===== config.mk =====
export PLATFORM = sky130hd
export DESIGN_NAME = rp_scope_calib_ctrl_flat
export DESIGN_NICKNAME = d
export VERILOG_FILES = /design/src/rtl/rp_scope_calib_ctrl_pkg.sv /design/src/rtl/rp_scope_calib_ctrl_if.sv /design/src/rtl/rp_scope_calib_ctrl_acc.sv /design/src/rtl/rp_scope_calib_ctrl.sv /design/src/flat_wrapper.sv
export SDC_FILE = /design/constraint.sdc
export NUM_CORES = 1
export LEC_CHECK = 0
export ABC_AREA = 1
export BUFFER_PORTS_ARGS = -buffer_cell sky130_fd_sc_hd__buf_2
export CORE_MARGIN = 2
export CORE_UTILIZATION = 64
export CTS_CLUSTER_SIZE = 16
export DETAILED_ROUTE_END_ITERATION = 8
export GPL_ROUTABILITY_DRIVEN = 0
export PLACE_DENSITY_LB_ADDON = 0.12
export SLEW_MARGIN = 10
export SYNTH_ARGS = -nofsm -noshare
export SYNTH_HDL_FRONTEND = slang
export SYNTH_SLANG_ARGS = --single-unit

===== constraint.sdc =====
create_clock -name adc_clk_i -period 4.4 [get_ports adc_clk_i]
set_input_delay 0.44 -clock adc_clk_i [delete_from_list [all_inputs] [get_ports adc_clk_i]]
set_output_delay 0.44 -clock adc_clk_i [all_outputs]
set_load 0.01 [all_outputs]

===== src/rtl/rp_scope_calib_ctrl_pkg.sv =====
// Shared types and constants for the scope channel auto-offset calibration sequencer.
package rp_scope_calib_pkg;

    typedef enum logic [2:0] {
        ST_IDLE   = 3'd0,
        ST_SETTLE = 3'd1,
        ST_ACCUM  = 3'd2,
        ST_CALC   = 3'd3,
        ST_APPLY  = 3'd4
    } state_t;

    localparam logic [15:0] GAIN_UNITY = 16'h8000;
    localparam int          WDOG_LIMIT = 65535;

    // Largest positive value of a signed word of the given width.
    function automatic longint sat_max(input int dbits);
        return (longint'(1) <<< (dbits - 1)) - 1;
    endfunction

    // Most negative value of a signed word of the given width.
    function automatic longint sat_min(input int dbits);
        return -(longint'(1) <<< (dbits - 1));
    endfunction

endpackage


===== src/rtl/rp_scope_calib_ctrl_if.sv =====
// Control/status bundle between the register bank / ADC front end and the calibration sequencer.
interface rp_scope_calib_ctrl_if #(
    parameter int DBITS       = 16,
    parameter int SETTLE_BITS = 16
);
    logic signed [DBITS-1:0]       adc_dat_i;
    logic                          adc_tvalid_i;
    logic                          start_i;
    logic                          abort_i;
    logic                          load_man_i;
    logic [4:0]                    cfg_avg_log2_i;
    logic [SETTLE_BITS-1:0]        cfg_settle_i;
    logic signed [DBITS-1:0]       cfg_offset_man_i;
    logic [15:0]                   cfg_gain_i;
    logic signed [DBITS-1:0]       cfg_calib_offset_o;
    logic [15:0]                   cfg_calib_gain_o;
    logic signed [DBITS-1:0]       meas_avg_o;
    logic                          busy_o;
    logic                          done_o;
    logic                          err_o;

    modport master (
        output adc_dat_i, adc_tvalid_i, start_i, abort_i, load_man_i,
               cfg_avg_log2_i, cfg_settle_i, cfg_offset_man_i, cfg_gain_i,
        input  cfg_calib_offset_o, cfg_calib_gain_o, meas_avg_o, busy_o, done_o, err_o
    );

    modport slave (
        input  adc_dat_i, adc_tvalid_i, start_i, abort_i, load_man_i,
               cfg_avg_log2_i, cfg_settle_i, cfg_offset_man_i, cfg_gain_i,
        output cfg_calib_offset_o, cfg_calib_gain_o, meas_avg_o, busy_o, done_o, err_o
    );
endinterface


===== src/rtl/rp_scope_calib_ctrl_acc.sv =====
// Sample accumulator: sums 2^N valid samples and presents the floor average (acc >>> N).
module rp_scope_calib_acc #(
    parameter int DBITS        = 16,
    parameter int ACC_LOG2_MAX = 16
) (
    input  logic                    i_clk,
    input  logic                    i_rst,
    input  logic                    i_clr,
    input  logic                    i_en,
    input  logic                    i_tvalid,
    input  logic signed [DBITS-1:0] i_dat,
    input  logic [4:0]              i_n,
    output logic                    o_last,
    output logic signed [DBITS-1:0] o_avg
);
    localparam int AW = DBITS + ACC_LOG2_MAX;
    localparam int CW = ACC_LOG2_MAX + 1;

    logic signed [AW-1:0] r_acc;
    logic [CW-1:0]        r_cnt;
    logic                 w_take;
    logic [CW-1:0]        w_cnt_inc;
    logic [CW-1:0]        w_target;
    logic signed [AW-1:0] w_dat_ext;

    assign w_take    = i_en & i_tvalid;
    assign w_cnt_inc = r_cnt + CW'(1);
    // N never exceeds ACC_LOG2_MAX, so 2^N fits in CW bits.
    assign w_target  = CW'(1) << i_n;
    assign w_dat_ext = {{ACC_LOG2_MAX{i_dat[DBITS-1]}}, i_dat};
    assign o_last    = w_take && (w_cnt_inc == w_target);
    // The mean of DBITS-wide samples always fits back in DBITS bits.
    assign o_avg     = DBITS'(r_acc >>> i_n);

    // Accumulate sign-extended samples; tvalid low simply holds the sum and count.
    always_ff @(posedge i_clk) begin
        if (i_rst || i_clr) begin
            r_acc <= '0;
            r_cnt <= '0;
        end else if (w_take) begin
            r_acc <= r_acc + w_dat_ext;
            r_cnt <= w_cnt_inc;
        end
    end
endmodule


===== src/rtl/rp_scope_calib_ctrl.sv =====
// Auto-offset calibration sequencer for one scope channel.
// Optional build macro RP_SCOPE_CALIB_CTRL_TIMEOUT_EN adds an ACCUM-stall watchdog.
module rp_scope_calib_ctrl
    import rp_scope_calib_pkg::*;
#(
    parameter int DBITS        = 16,
    parameter int ACC_LOG2_MAX = 16,
    parameter int SETTLE_BITS  = 16
) (
    input  logic                 adc_clk_i,
    input  logic                 adc_rst_i,
    rp_scope_calib_ctrl_if.slave bus
);
    localparam logic signed [DBITS-1:0] SAT_MAX = DBITS'(sat_max(DBITS));
    localparam logic signed [DBITS-1:0] SAT_MIN = DBITS'(sat_min(DBITS));
    localparam logic [4:0]              NMAX    = 5'(ACC_LOG2_MAX);

    state_t                  r_state, w_state_nxt;
    logic [4:0]              r_n;
    logic [SETTLE_BITS-1:0]  r_settle, r_settle_cnt, w_settle_inc;
    logic signed [DBITS-1:0] r_offset, r_meas_avg, w_avg;
    logic [15:0]             r_gain;
    logic                    r_done, r_err;
    logic                    w_start_acc, w_load, w_calc, w_apply, w_timeout;
    logic                    w_last, w_wdog_hit;

    assign w_settle_inc = r_settle_cnt + SETTLE_BITS'(1);

    rp_scope_calib_acc #(.DBITS(DBITS), .ACC_LOG2_MAX(ACC_LOG2_MAX)) u_acc (
        .i_clk    (adc_clk_i),
        .i_rst    (adc_rst_i),
        .i_clr    (w_start_acc),
        .i_en     (r_state == ST_ACCUM),
        .i_tvalid (bus.adc_tvalid_i),
        .i_dat    (bus.adc_dat_i),
        .i_n      (r_n),
        .o_last   (w_last),
        .o_avg    (w_avg)
    );

`ifdef RP_SCOPE_CALIB_CTRL_TIMEOUT_EN
    logic [15:0] r_wdog;

    // Count consecutive idle ACCUM cycles; any valid sample or leaving ACCUM rearms it.
    always_ff @(posedge adc_clk_i) begin
        if (adc_rst_i)
            r_wdog <= '0;
        else if (r_state == ST_ACCUM && !bus.adc_tvalid_i)
            r_wdog <= r_wdog + 16'd1;
        else
            r_wdog <= '0;
    end

    assign w_wdog_hit = (r_state == ST_ACCUM) && !bus.adc_tvalid_i &&
                        (r_wdog == 16'(WDOG_LIMIT - 1));
`else
    assign w_wdog_hit = 1'b0;
`endif

    // State register.
    always_ff @(posedge adc_clk_i) begin
        if (adc_rst_i) r_state <= ST_IDLE;
        else           r_state <= w_state_nxt;
    end

    // Next-state and per-cycle strobes; abort overrides everything while busy.
    always_comb begin
        w_state_nxt = r_state;
        w_start_acc = 1'b0;
        w_load      = 1'b0;
        w_calc      = 1'b0;
        w_apply     = 1'b0;
        w_timeout   = 1'b0;
        case (r_state)
            ST_IDLE: begin
                w_load = bus.load_man_i;
                if (bus.start_i && !bus.abort_i) begin
                    w_start_acc = 1'b1;
                    w_state_nxt = (bus.cfg_settle_i == '0) ? ST_ACCUM : ST_SETTLE;
                end
            end
            ST_SETTLE: if (w_settle_inc == r_settle) w_state_nxt = ST_ACCUM;
            ST_ACCUM: begin
                if (w_last) begin
                    w_state_nxt = ST_CALC;
                end else if (w_wdog_hit) begin
                    w_state_nxt = ST_IDLE;
                    w_timeout   = 1'b1;
                end
            end
            ST_CALC: begin
                w_calc      = 1'b1;
                w_state_nxt = ST_APPLY;
            end
            ST_APPLY: begin
                w_apply     = 1'b1;
                w_state_nxt = ST_IDLE;
            end
            default: w_state_nxt = ST_IDLE;
        endcase
        if (r_state != ST_IDLE && bus.abort_i) begin
            w_state_nxt = ST_IDLE;
            w_calc      = 1'b0;
            w_apply     = 1'b0;
            w_timeout   = 1'b0;
        end
    end

    // Run configuration latch and settle counter.
    always_ff @(posedge adc_clk_i) begin
        if (adc_rst_i) begin
            r_n          <= '0;
            r_settle     <= '0;
            r_settle_cnt <= '0;
        end else if (w_start_acc) begin
            r_n          <= (bus.cfg_avg_log2_i > NMAX) ? NMAX : bus.cfg_avg_log2_i;
            r_settle     <= bus.cfg_settle_i;
            r_settle_cnt <= '0;
        end else if (r_state == ST_SETTLE) begin
            r_settle_cnt <= w_settle_inc;
        end
    end

    // Output registers: gain follows config every cycle, offset/avg/flags follow the run.
    always_ff @(posedge adc_clk_i) begin
        if (adc_rst_i) begin
            r_offset   <= '0;
            r_gain     <= GAIN_UNITY;
            r_meas_avg <= '0;
            r_done     <= 1'b0;
            r_err      <= 1'b0;
        end else begin
            r_gain <= bus.cfg_gain_i;
            r_done <= 1'b0;
            if (w_load)      r_offset   <= bus.cfg_offset_man_i;
            if (w_start_acc) r_err      <= 1'b0;
            if (w_calc)      r_meas_avg <= w_avg;
            if (w_timeout)   r_err      <= 1'b1;
            if (w_apply) begin
                r_done <= 1'b1;
                // -SAT_MIN is not representable; clamp and flag it.
                if (r_meas_avg == SAT_MIN) begin
                    r_offset <= SAT_MAX;
                    r_err    <= 1'b1;
                end else begin
                    r_offset <= -r_meas_avg;
                end
            end
        end
    end

    assign bus.cfg_calib_offset_o = r_offset;
    assign bus.cfg_calib_gain_o   = r_gain;
    assign bus.meas_avg_o         = r_meas_avg;
    assign bus.busy_o             = (r_state != ST_IDLE);
    assign bus.done_o             = r_done;
    assign bus.err_o              = r_err;
endmodule


===== src/flat_wrapper.sv =====
// flat-port wrapper written by rule: the top's interface ports become plain ports
module rp_scope_calib_ctrl_flat import rp_scope_calib_pkg::*;
#(
    parameter int DBITS        = 16,
    parameter int ACC_LOG2_MAX = 16,
    parameter int SETTLE_BITS  = 16
)
  (adc_clk_i, adc_rst_i, bus_adc_dat_i, bus_adc_tvalid_i, bus_start_i, bus_abort_i, bus_load_man_i, bus_cfg_avg_log2_i, bus_cfg_settle_i, bus_cfg_offset_man_i, bus_cfg_gain_i, bus_cfg_calib_offset_o, bus_cfg_calib_gain_o, bus_meas_avg_o, bus_busy_o, bus_done_o, bus_err_o);
  rp_scope_calib_ctrl_if #(.DBITS(DBITS), .SETTLE_BITS(SETTLE_BITS)) bus_i ();
  input  logic adc_clk_i;
  input  logic adc_rst_i;
  input wire logic [$bits(bus_i.adc_dat_i)-1:0] bus_adc_dat_i;
  input wire logic [$bits(bus_i.adc_tvalid_i)-1:0] bus_adc_tvalid_i;
  input wire logic [$bits(bus_i.start_i)-1:0] bus_start_i;
  input wire logic [$bits(bus_i.abort_i)-1:0] bus_abort_i;
  input wire logic [$bits(bus_i.load_man_i)-1:0] bus_load_man_i;
  input wire logic [$bits(bus_i.cfg_avg_log2_i)-1:0] bus_cfg_avg_log2_i;
  input wire logic [$bits(bus_i.cfg_settle_i)-1:0] bus_cfg_settle_i;
  input wire logic [$bits(bus_i.cfg_offset_man_i)-1:0] bus_cfg_offset_man_i;
  input wire logic [$bits(bus_i.cfg_gain_i)-1:0] bus_cfg_gain_i;
  output wire logic [$bits(bus_i.cfg_calib_offset_o)-1:0] bus_cfg_calib_offset_o;
  output wire logic [$bits(bus_i.cfg_calib_gain_o)-1:0] bus_cfg_calib_gain_o;
  output wire logic [$bits(bus_i.meas_avg_o)-1:0] bus_meas_avg_o;
  output wire logic [$bits(bus_i.busy_o)-1:0] bus_busy_o;
  output wire logic [$bits(bus_i.done_o)-1:0] bus_done_o;
  output wire logic [$bits(bus_i.err_o)-1:0] bus_err_o;
  assign bus_i.adc_dat_i = bus_adc_dat_i;
  assign bus_i.adc_tvalid_i = bus_adc_tvalid_i;
  assign bus_i.start_i = bus_start_i;
  assign bus_i.abort_i = bus_abort_i;
  assign bus_i.load_man_i = bus_load_man_i;
  assign bus_i.cfg_avg_log2_i = bus_cfg_avg_log2_i;
  assign bus_i.cfg_settle_i = bus_cfg_settle_i;
  assign bus_i.cfg_offset_man_i = bus_cfg_offset_man_i;
  assign bus_i.cfg_gain_i = bus_cfg_gain_i;
  assign bus_cfg_calib_offset_o = bus_i.cfg_calib_offset_o;
  assign bus_cfg_calib_gain_o = bus_i.cfg_calib_gain_o;
  assign bus_meas_avg_o = bus_i.meas_avg_o;
  assign bus_busy_o = bus_i.busy_o;
  assign bus_done_o = bus_i.done_o;
  assign bus_err_o = bus_i.err_o;
  rp_scope_calib_ctrl #(.DBITS(DBITS), .ACC_LOG2_MAX(ACC_LOG2_MAX), .SETTLE_BITS(SETTLE_BITS)) u_core (.adc_clk_i(adc_clk_i), .adc_rst_i(adc_rst_i), .bus(bus_i));
endmodule

## After elaboration in Yosys (flattened, before gate mapping)

Index checks and enable logic that the tools add are counted.

| operators by class | value |
|---|---|
| add/subtract/negate cells | 4 |
| magnitude comparators | 1 |
| equality and inequality tests | 10 |
| shifts and indexed selects | 2 |
| multiplexer cells | 20 |
| bitwise operators | 1 |
| reductions and logical operators | 12 |

Operator list:

| kind | number |
|---|---|
| 16-bit two-way mux | 3 |
| 32-bit by 16-bit adder with 32-bit output | 1 |
| 32-bit by 5-bit >>> shifter with 16-bit output | 1 |
| 17-bit by 1-bit adder with 17-bit output (second input constant) | 1 |
| 17-bit equality test | 1 |
| 1-bit by 5-bit left shift with 17-bit output (first input constant) | 1 |
| 16-bit by 1-bit adder with 16-bit output (second input constant) | 1 |
| 16-bit equality test | 1 |
| 16-bit equality test (second input constant) | 1 |
| 16-bit zero test | 1 |
| 16-bit negator | 1 |
| 3-bit one-hot mux with 4 select lines | 1 |
| 1-bit two-way mux | 11 |
| 3-bit two-way mux | 3 |
| 3-bit by 2-bit equality test with 1-bit output (second input constant) | 2 |
| 2-bit by 1-bit != test with 1-bit output (second input constant) | 3 |
| 5-bit greater-than comparator (second input constant) | 1 |
| 5-bit two-way mux | 1 |
| 2-bit OR reduction | 2 |
| 3-bit by 1-bit equality test with 1-bit output (second input constant) | 1 |
| 3-bit equality test (second input constant) | 1 |
| 1-bit logical AND | 3 |
| 3-bit zero test | 1 |
| 3-bit AND reduction | 1 |
| 6 further kinds | 6 |

| word-level totals | value |
|---|---|
| flip-flop bits (word level) | 139 |
| bits of input ports | 75 |
| output and inout port bits | 51 |
| word-level logic and storage cells | 61 |

## Logic depth before layout (Yosys ltp)

Gate-level depths: netlist of run 1.

| depth | value |
|---|---|
| word-level depth | 7 |
| gate-level depth with buffers | 18 |
| depth with buffers taken out | 18 |

## Modules after synthesis

Synthesis of run 1 repeated with hierarchy kept, for this count alone.

| second synthesis, totals | value |
|---|---|
| cell total of the unflattened synthesis | 1846 |
| area, all modules | 10644.0 µm² |

Modules (own cells, without submodules):

| module | instances | cells each | area each (µm²) | seq. area each (µm²) |
|---|---|---|---|---|
| rp_scope_calib_acc | 1 | 1204 | 6284.8 | 980.9 |
| rp_scope_calib_ctrl | 1 | 642 | 4359.2 | 1801.7 |

## Worst setup path before layout of run 1

Ideal clock, no wire load.

| timing | value |
|---|---|
| path type | input to register |
| from | input port bus_adc_dat_i[0] |
| to | register u_core.u_acc.r_acc[30] |
| setup time | 115 ps |
| arrival time | 2187 ps |
| slack | 2097 ps |
| stages on the path | 15 |
| path buffers | 0 |
| cell sequence | ha_1 -> inv_1 -> fa_1 -> inv_1 -> nand3_1 -> nand2_1 -> a21oi_1 -> o21ai_0 -> nand2_1 -> nand2_1 -> nand3_1 -> nand2_1 -> xor2_1 -> o21ai_0 -> inv_1 |

| on the way | value |
|---|---|
| cells in the longest elaborated chain, start to end | 1 |

RTL lines:

| item | RTL line | RTL |
|---|---|---|
| start, declared | flat_wrapper.sv:12 | `input wire logic [$bits(bus_i.adc_dat_i)-1:0] bus_adc_dat_i;` |
| 32-bit by 16-bit adder with 32-bit output | rp_scope_calib_ctrl_acc.sv:41 | `r_acc <= r_acc + w_dat_ext;` |
| end signal, assigned | rp_scope_calib_ctrl_acc.sv:41 |  |
| end, declared | rp_scope_calib_ctrl_acc.sv:19 | `logic signed [AW-1:0] r_acc;` |

Every way passes these cells.
A chain may end at the register's enable or synchronous reset.

## Worst setup path in the final report of run 1

| timing | value |
|---|---|
| from | register u_core.r_state[0] |
| to | register u_core.r_settle_cnt[10] |

| on the way | value |
|---|---|
| cells in the longest elaborated chain, start to end | 3 |
| elaborated cells on any way between the ends | 4 |
| classes of those cells | 1 x eq/ne; 1 x mux; 2 x reduce/logical |

RTL lines:

| item | RTL line | RTL |
|---|---|---|
| start, declared | rp_scope_calib_ctrl.sv:18 | `state_t r_state, w_state_nxt;` |
| start signal, assigned | rp_scope_calib_ctrl.sv:63 | `else r_state <= w_state_nxt;` |
| 3-bit zero test | rp_scope_calib_ctrl.sv:74 | `case (r_state)` |
| 1-bit two-way mux | rp_scope_calib_ctrl.sv:74 |  |
| 2-bit OR reduction (no line) | - |  |
| end signal, assigned | rp_scope_calib_ctrl.sv:120 | `r_settle_cnt <= w_settle_inc;` |
| end, declared | rp_scope_calib_ctrl.sv:20 | `logic [SETTLE_BITS-1:0] r_settle, r_settle_cnt, w_settle_inc;` |

Parallel ways exist; a longest one is shown, timed or not.

==> results.json, run 1 <==
{
  "synthesis.area_um2": 9990,
  "routedWlPerCell_um": 14.1,
  "syn_avg_cell_area_um2": 6.26,
  "ys.flop_type": "dfxtp_1",
  "yosysTopAreaCell": "dfxtp_1",
  "cts_tree": "done",
  "yosys_register_bits": 139,
  "rr_worst_depth": 11,
  "dp_hpwl_mm": 20.1,
  "clk_pin_slew_worst_paths_ns": 0.06,
  "drtAntennaViolNets": 0,
  "hp-start": "bus_cfg_gain_i[15]",
  "synthCells": 1595,
  "setup.worst_path.start_class": "flop",
  "setup_viol": 0,
  "gr-total-overflow": 0,
  "crit_path_end_kind": "flop",
  "route.detailed.drc": 0,
  "hold_end": "u_core.bus.cfg_calib_gain_o[15]",
  "area.growth.synth_to_final_pct": 12.6,
  "fin_skew_ns": 0.0101,
  "die_x_um": 129,
  "synth_edf_count": 0,
  "synthDistinctLibCells": 48,
  "setup_ws_ns": 1.52,
  "reg2reg_setup_slack_ns": 1.52,
  "hold_viol_final": 0,
  "path_common_cell": "inv_1",
  "io_buffer_count": 125,
  "cp.required_ns": 4.72,
  "min_period_over_period": 0.654,
  "initial_core_util": 0.657,
  "ys_seq_area_frac": 0.279,
  "slowest_stage": "inv_2",
  "worst_pin_slew_ns": 1.11,
  "worstSkewPairLatency_ns": 0.43,
  "placementRows": 45,
  "tns_ns": 0,
  "core_um2": 15200,
  "yosys_warnings": 0,
  "rsz0062_at_grt": "no",
  "die_h_um": 129,
  "syn_nets": 1705,
  "drt_wl_total_mm": 26.7,
  "grt_pass1_vias": 9505,
  "cts.htree.levels": 4,
  "cap_violations": 0,
  "final_nets": 1798,
  "place_worst_setup_slack_ns": 1.59,
  "worstSetupPathType": "flop to flop",
  "drive_gt1_frac": 0.122,
  "status": "completed",
  "grt_antenna_before_repair": 0,
  "cellPowerDensity_nw_per_um2": 442,
  "async_flop_share": 0,
  "hold_depth": 2,
  "die_area_um2": 16600,
  "synthTopCellsByArea": "dfxtp_1, nand2_1, o21ai_0, inv_1, a21oi_1",
  "clock_tree.root_cell": "clkbuf_16",
  "r2r_start": "u_core.r_state[0]",
  "critPathMaxFanout": 53,
  "synth_top_cell_area_share": 0.279,
  "arrival_ns": 3.20,
  "vias_per_cell": 5.69,
  "numCtsBuffers": 17,
  "irDropWorstVdd_uv": 318,
  "cts_resized": 0,
  "r2r_end": "u_core.r_settle_cnt[10]",
  "post_cts_buffers": 0,
  "grt_util_all_layers": 0.324,
  "drtPass1Iterations": 6,
  "max_stage_delay_ns": 0.72,
  "fmax_mhz": 348,
  "ios": 126,
  "cts_buffer_depth": 2,
  "crit_buf_inv": 5,
  "clock_sinks": 139,
  "max_slew_margin": 0.256,
  "worstPathCellList": "nor2_1 -> inv_1 -> nor2_1 -> inv_1 -> nor3_2 -> nor2_2 -> buf_4 -> inv_2 -> a21oi_1 -> o21ai_0 -> inv_1",
  "drv_slew": 0,
  "finalCriticalPeriod_ns": 2.88,
  "grt_max_degree": 75,
  "vias": 10700,
  "hold_path_class": "input port to flop",
  "leakage_uw": 0.00555,
  "grt_pass1_wl_mm": 43.9,
  "diodes": 0,
  "drt_iter0_drc": 960,
  "critical_path.top_delay_family": "buffers and inverters",
  "postCtsHoldBufs": 0
}
-- synth_stat cells, types with 6 or more instances --
library cell / count
clkbuf_1: 31
dfxtp_1: 139
xnor2_1: 13
nand3_1: 73
a221oi_1: 6
a31oi_1: 13
mux2i_1: 7
o21bai_1: 11
nor2_2: 11
nor2_1: 152
nand3b_1: 8
o211ai_1: 17
a211oi_1: 6
a21o_1: 9
nand4_1: 18
xor2_1: 33
ha_1: 34
o21ai_0: 183
buf_1: 9
nand2_1: 358
buf_2: 18
inv_1: 224
o21ai_1: 9
nor4_1: 7
inv_2: 10
o22ai_1: 8
a21oi_1: 132
o21a_1: 7
nand2_2: 6
nor3_1: 13
-- worst max path at each step --
stage,startpoint,endpoint,slack (ns),depth (start not counted)
after floorplan,bus_adc_dat_i[0],u_core.u_acc.r_acc[30],2.10,15
after global placement,u_core.r_state[1],u_core.u_acc.r_acc[22],1.71,11
after detailed placement,u_core.r_state[1],u_core.r_settle_cnt[5],1.59,11
after CTS,u_core.r_state[1],u_core.u_acc.r_acc[30],1.59,11
after global routing,u_core.r_state[1],u_core.u_acc.r_acc[30],1.20,11
final,u_core.r_state[0],u_core.r_settle_cnt[10],1.52,11
-- sequential cells by signal, indices dropped and copies added (netlist names), 5 cells and up --
name / flops
u_core.bus.cfg_calib_gain_o: 16
u_core.bus.cfg_calib_offset_o: 16
u_core.bus.meas_avg_o: 16
u_core.r_n: 5
u_core.r_settle: 16
u_core.r_settle_cnt: 16
u_core.u_acc.r_acc: 32
u_core.u_acc.r_cnt: 17
-- cell usage in the layout (no fill, tap or decap), drive strengths merged, types with 18 or more instances in the layout --
cell	n
nand2	364
inv	242
o21ai	193
nor2	167
dfxtp	139
buf	133
a21oi	132
nand3	75
ha	34
xor2	33
nand4	18
-- stage by stage --
stage / std cells / hold slack, ns / area [um2] / utilization / power [uW]
6_report: 1889 / 0.203 / 11200 / 0.740 / 4980
2_1_floorplan: 1595 / 0.431 / 9990 / - / 3070
3_5_place_dp: 1857 / 0.465 / 10700 / 0.701 / 3530
4_1_cts: 1889 / 0.197 / 11200 / 0.740 / 4950
3_3_place_gp: 1857 / 0.443 / 10700 / 0.701 / 3480
5_1_grt: 1889 / 0.197 / 11200 / 0.740 / 5310
-- logic make-up after synthesis --
| family | after synthesis | share of synthesized area |
|---|---|---|
| and+or+nand+nor | 659 | 0.279 |
| AOI/OAI and AO/OA | 412 | 0.229 |
| buffers and inverters | 293 | 0.113 |
| DFF | 139 | 0.279 |
| xor gates and xnor gates | 50 | 0.0495 |
| adders and majority gates | 35 | 0.0446 |
| muxes | 7 | 0.00701 |
-- cell type report --
type                       count  area (um2)
multi-input combinational   1163        6080
inverter                     234         878
fill                        1295        3960
sequential                   139        2780
clock buffer                  17         425
clock inverter                15         155
tap                          188         235
timing repair buffer         133         686
-- power by group --
| part | leakage [uW] | internal [uW] | switching [uW] | total [uW] |
|---|---|---|---|---|
| Sequential | 0.00114 | 1480 | 204 | 1680 |
| Clock | 0.000279 | 799 | 617 | 1420 |
| Combinational | 0.00413 | 676 | 1200 | 1880 |
-- metal layers --
layer / GRT usage / vias to the layer above / wire length [um]
met1: 0.443 / 4855 / 12200
met4: 0.111 / 0 / 644
li1: - / 5426 / -
met2: 0.519 / 412 / 11700
met5: 0 / - / 0
met3: 0.0549 / 51 / 2160
Note: power is estimated with default switching activity, not from simulation.
==> inputs of run 2 (changes only) <==
--- a/config.mk
+++ b/config.mk
@@ -8,7 +8,7 @@
 export ABC_AREA = 1
 export BUFFER_PORTS_ARGS = -buffer_cell sky130_fd_sc_hd__buf_2
 export CORE_MARGIN = 2
-export CORE_UTILIZATION = 64
+export CORE_UTILIZATION = 59
 export CTS_CLUSTER_SIZE = 16
 export DETAILED_ROUTE_END_ITERATION = 8
 export GPL_ROUTABILITY_DRIVEN = 0
==> constraint.sdc (replaced) <==
create_clock -name adc_clk_i -period 2.9 [get_ports adc_clk_i]
set_input_delay 0.29 -clock adc_clk_i [delete_from_list [all_inputs] [get_ports adc_clk_i]]
set_output_delay 0.29 -clock adc_clk_i [all_outputs]
set_load 0.01 [all_outputs]
==> run 2 against run 1 <==
Compared with the run above: power up 54%; die area rose by 8.2%; non-clock buffer count is 11 higher.
==> results.json, run 2 (synthesis gave the netlist of run 1 again) <==
{
  "nFillCells": 1502,
  "io_buffer_count": 125,
  "arrival_ns": 2.85,
  "setup_viol": 0,
  "grt_antenna_before_repair": 0,
  "p_comb_frac": 0.376,
  "worst_pin_slew_ns": 1.00,
  "die_area_um2": 18000,
  "dp_hpwl_mm": 20.5,
  "routedWlPerCell_um": 14.1,
  "power_frac_seq": 0.334,
  "core_um2": 16600,
  "cts_buffer_depth": 2,
  "diodes": 0,
  "drive_gt1_frac": 0.127,
  "status": "completed",
  "crit_path_end_kind": "flop",
  "placementRows": 47,
  "r2r_start": "u_core.u_acc.r_acc[0]",
  "regArea_um2": 2780,
  "area.growth.synth_to_final_pct": 14.1,
  "largest_reg_flops": 32,
  "internal-power_uw": 4620,
  "ios": 126,
  "hold_end": "u_core.bus.cfg_calib_gain_o[8]",
  "post_cts_buffers": 0,
  "top_regs": "u_core.u_acc.r_acc (32), u_core.u_acc.r_cnt (17)",
  "clk_pin_slew_worst_paths_ns": 0.06,
  "path_common_cell": "nand2_1",
  "hold_viol_final": 0,
  "largest-register": "u_core.u_acc.r_acc",
  "place_worst_setup_slack_ns": 0.392,
  "cts_resized": 0,
  "hold_depth": 3,
  "die_x_um": 134,
  "cp.required_ns": 3.21,
  "final_common_cell": "nand2_1",
  "drtAntennaViolNets": 0,
  "grt_util_all_layers": 0.304,
  "worstSkewPairLatency_ns": 0.43,
  "rsz0062_at_grt": "no",
  "irDropWorstVdd_uv": 546,
  "setup.worst_path.start_class": "flop",
  "cts_tree": "done",
  "drv_slew": 0,
  "tns_ns": 0,
  "r2r_end": "u_core.u_acc.r_acc[30]",
  "clkPwrFrac": 0.290,
  "finalCriticalPeriod_ns": 2.54,
  "grt_pass1_wl_mm": 44.7,
  "power.switching_uw": 3060,
  "layout_common_cells": "nand2_1, inv_1, o21ai_0",
  "clock_tree.root_cell": "clkbuf_16",
  "hold_path_class": "input port to flop",
  "dp.cells": 1900,
  "min_period_over_period": 0.875,
  "drt_wl_total_mm": 27.2,
  "worstSetupPathType": "flop to flop",
  "multi_input_area_um2": 6090,
  "drt_iter0_drc": 899,
  "route.detailed.drc": 0,
  "final_util": 0.687,
  "crit_buf_inv": 3,
  "clock_sinks": 139,
  "numCtsBuffers": 17,
  "grt_pass1_vias": 9453,
  "vias": 10700,
  "critPathMaxFanout": 3,
  "max_slew_margin": 0.332,
  "cap_violations": 0,
  "grt_max_degree": 61,
  "initial_core_util": 0.602,
  "postCtsHoldBufs": 0,
  "rr_worst_depth": 15,
  "slowest_stage": "fa_1",
  "swShare": 0.398,
  "critical_path.top_delay_family": "compound AO/OA/AOI/OAI gates",
  "hp-start": "bus_cfg_gain_i[8]",
  "cts.htree.levels": 4,
  "max_stage_delay_ns": 0.40,
  "worstPathCellList": "ha_1 -> inv_1 -> fa_1 -> inv_1 -> nand3_1 -> nand2_1 -> a21oi_1 -> o21ai_0 -> nand2_1 -> nand2_1 -> nand3_1 -> nand2_1 -> xor2_1 -> o21ai_0 -> inv_1",
  "gr-total-overflow": 0,
  "setup_ws_ns": 0.362,
  "reg2reg_setup_slack_ns": 0.36,
  "leakage_uw": 0.00562,
  "drtPass1Iterations": 6,
  "stdcell_count": 1932,
  "fin_skew_ns": 0.0120,
  "final_nets": 1809,
  "cellPowerDensity_nw_per_um2": 674,
  "vias_per_cell": 5.54,
  "die_h_um": 134,
  "fmax_mhz": 394
}
[run 2: worst reg2reg max path: stages, from the launching register on]
cell	delay (ns)
dfxtp_1	0.37
ha_1	0.18
inv_1	0.05
fa_1	0.40
inv_1	0.07
nand3_1	0.06
nand2_1	0.10
a21oi_1	0.12
o21ai_0	0.37
nand2_1	0.13
nand2_1	0.15
nand3_1	0.08
nand2_1	0.09
xor2_1	0.06
o21ai_0	0.15
inv_1	0.05
[run 2: power by group through the flow]
stage                     Combinational [uW]  Clock, uW  Sequential [uW]
after floorplan                         2110          0             2540
after global placement                  2780          0             2580
after detailed placement                2830          0             2590
after CTS                               2860       2250             2550
after global routing                    3280       2330             2610
final                                   2890       2230             2570
[run 2: how the worst max path moves through the flow]
stage	cells after the start	end	slack [ns]	from
CTS	15	u_core.u_acc.r_acc[30]	0.37	u_core.u_acc.r_acc[0]
global route	13	u_core.r_state[1]	0.13	u_core.r_n[3]
detailed placement	15	u_core.u_acc.r_acc[30]	0.39	u_core.u_acc.r_acc[0]
finish	15	u_core.u_acc.r_acc[30]	0.36	u_core.u_acc.r_acc[0]
floorplan	15	u_core.u_acc.r_acc[30]	0.70	u_core.u_acc.r_acc[0]
global placement	16	u_core.u_acc.r_acc[30]	0.45	bus_adc_dat_i[0]
[run 2: metal layers]
layer / GRT usage / vias up / wire length, um
li1: - / 5443 / -
met5: 0 / - / 0
met2: 0.489 / 431 / 12100
met3: 0.0537 / 43 / 2000
met1: 0.419 / 4793 / 12600
met4: 0.0936 / 0 / 509
[run 2: stage by stage]
stage	cell area, um2	total power, uW	hold WS, ns
3_3_place_gp	10800	5360	0.449
2_1_floorplan	9990	4650	0.394
3_5_place_dp	10800	5420	0.467
6_report	11400	7680	0.0590
5_1_grt	11400	8220	0.0578
4_1_cts	11400	7660	0.0487
[run 2: final cells by class]
type                            count  area share
Clock buffer                       19      0.0389
Clock inverter                     13      0.0134
Inverter                          234      0.0770
Multi-Input combinational cell   1163       0.534
Sequential cell                   139       0.244
Tap cell                          220      0.0241
Timing Repair Buffer              144      0.0685
==> inputs of run 3 (changes only) <==
--- a/config.mk
+++ b/config.mk
@@ -12,7 +12,8 @@
 export CTS_CLUSTER_SIZE = 16
 export DETAILED_ROUTE_END_ITERATION = 8
 export GPL_ROUTABILITY_DRIVEN = 0
-export PLACE_DENSITY_LB_ADDON = 0.12
+export PLACE_DENSITY_LB_ADDON = 0.2
+export SKIP_CTS_REPAIR_TIMING = 1
 export SLEW_MARGIN = 10
 export SYNTH_ARGS = -nofsm -noshare
 export SYNTH_HDL_FRONTEND = slang
==> run 3 against run 2 <==
Compared with the run above: routed wire length increased by 0.77%; non-clock buffer count fell by 2; final area about the same; cell count shrank 0.10%; largest power group unchanged; core utilization about the same; critical path type unchanged.
==> results.json, run 3 (synthesis gave the netlist of run 1 again) <==
{
  "die_area_um2": 18000,
  "critical_path.top_delay_family": "simple AND/OR/NAND/NOR gates",
  "setup_viol": 0,
  "final_nets": 1807,
  "die_x_um": 134,
  "fmax_mhz": 373,
  "cp-startpoint": "u_core.r_n[4]",
  "max_stage_delay_ns": 0.67,
  "largest-register": "u_core.u_acc.r_acc",
  "numCtsBuffers": 17,
  "finalCriticalPeriod_ns": 2.68,
  "layout_common_cells": "nand2_1, inv_1, o21ai_0",
  "vias": 10800,
  "irDropWorstVdd_uv": 493,
  "clock_tree.root_cell": "clkbuf_16",
  "path_depth": 12,
  "rr_worst_depth": 12,
  "io_buffer_count": 125,
  "drtAntennaViolNets": 0,
  "grt_pass1_wl_mm": 45.5,
  "fin_skew_ns": 0.00919,
  "cellPowerDensity_nw_per_um2": 681,
  "die_h_um": 134,
  "core_um2": 16600,
  "arrival_ns": 3.01,
  "area.growth.synth_to_final_pct": 14.2,
  "final_util": 0.688,
  "crit_buf_inv": 2,
  "max_slew_margin": 0.235,
  "path_common_cell": "nor2_1",
  "ios": 126,
  "r2r_start": "u_core.r_n[4]",
  "drive_gt1_frac": 0.126,
  "vias_per_cell": 5.60,
  "worstSetupPathType": "flop to flop",
  "grt_antenna_before_repair": 0,
  "worstPathCellList": "nor2_2 -> inv_2 -> nor2_1 -> xor2_1 -> a21oi_1 -> o21ai_0 -> nor2_1 -> nand3_1 -> nand2_1 -> nand3_2 -> o21ai_1 -> inv_1",
  "nFillCells": 1494,
  "drtPass1Iterations": 5,
  "drt_iter0_drc": 993,
  "critPathMaxFanout": 17,
  "drt_wl_total_mm": 27.5,
  "placementRows": 47,
  "grt_pass1_vias": 9712,
  "drv_slew": 0,
  "cp.required_ns": 3.23,
  "slowest_stage": "nor2_2",
  "routedWlPerCell_um": 14.2,
  "grt_max_degree": 75,
  "reg2reg_setup_slack_ns": 0.22,
  "r2r_end": "u_core.r_state[1]",
  "initial_core_util": 0.602,
  "crit_path_end_kind": "flop",
  "cp-endpoint": "u_core.r_state[1]",
  "cts.htree.levels": 4,
  "min_period_over_period": 0.923,
  "setup_ws_ns": 0.222,
  "worstSkewPairLatency_ns": 0.43,
  "whs_ns": 0.0496,
  "top_regs": "u_core.u_acc.r_acc (32), u_core.u_acc.r_cnt (17)",
  "leakage_uw": 0.00563,
  "dp_hpwl_mm": 20.3,
  "cts_tree": "done",
  "clk_pin_slew_worst_paths_ns": 0.07,
  "worst_pin_slew_ns": 1.15,
  "cap_violations": 0,
  "tns_ns": 0,
  "regArea_um2": 2780,
  "multi_input_area_um2": 6080,
  "final_common_cell": "nand2_1",
  "route.detailed.drc": 0,
  "diodes": 0,
  "hold_path_class": "input port to flop",
  "place_worst_setup_slack_ns": 0.251,
  "largest_reg_flops": 32,
  "status": "completed",
  "grt_util_all_layers": 0.306,
  "setup.worst_path.start_class": "flop",
  "cts_buffer_depth": 2,
  "hold_viol_final": 0,
  "clock_sinks": 139,
  "gr-total-overflow": 0,
  "rsz0062_at_grt": "no"
}
==> run 3: power breakdown <==
part | internal (uW) | switching [uW]
Clock | 1400 | 921
Combinational | 1050 | 1820
Sequential | 2250 | 325
==> run 3: final cells by class <==
class / count / share of cell area
inverter: 234 / 0.0770
clock inverter: 13 / 0.0157
timing repair buffer: 142 / 0.0671
clock buffer: 19 / 0.0388
tap: 220 / 0.0241
multi-input combinational: 1163 / 0.533
sequential: 139 / 0.244
==> run 3: worst reg2reg max path: cells and delay by family (launching register included) <==
kind	cells	cell delay (ns)
xor+xnor	1	0.10
simple gates	6	1.31
flops	1	0.50
buf+inv	2	0.30
compound gates	3	0.35
==> run 3: worst min-delay path by stage <==
stage,startpoint,endpoint,slack [ns],depth (start not counted)
3_3_place_gp,u_core.r_settle[15],u_core.r_settle[15],0.46,2
5_1_grt,bus_cfg_gain_i[15],u_core.bus.cfg_calib_gain_o[15],0.05,2
6_report,bus_cfg_gain_i[15],u_core.bus.cfg_calib_gain_o[15],0.05,2
4_1_cts,bus_cfg_gain_i[15],u_core.bus.cfg_calib_gain_o[15],0.04,2
3_5_place_dp,u_core.r_settle[14],u_core.r_settle[14],0.46,2
2_1_floorplan,bus_cfg_gain_i[15],u_core.bus.cfg_calib_gain_o[15],0.39,1
==> run 3: through the flow <==
step           power, uW  instance area, um2  instances
2_1_floorplan       4650                9990       1595
3_3_place_gp        5330               10800       1898
3_5_place_dp        5390               10800       1898
4_1_cts             7750               11400       1930
5_1_grt             8300               11400       1930
6_report            7770               11400       1930
==> run 3: metal layers <==
layer  global-route usage  wire length (um)  vias up
met2                0.497             12400      426
li1                     -                 -     5440
met4               0.0836               447        0
met3               0.0503              2100       39
met1                0.424             12500     4901
met5                    0                 0        -
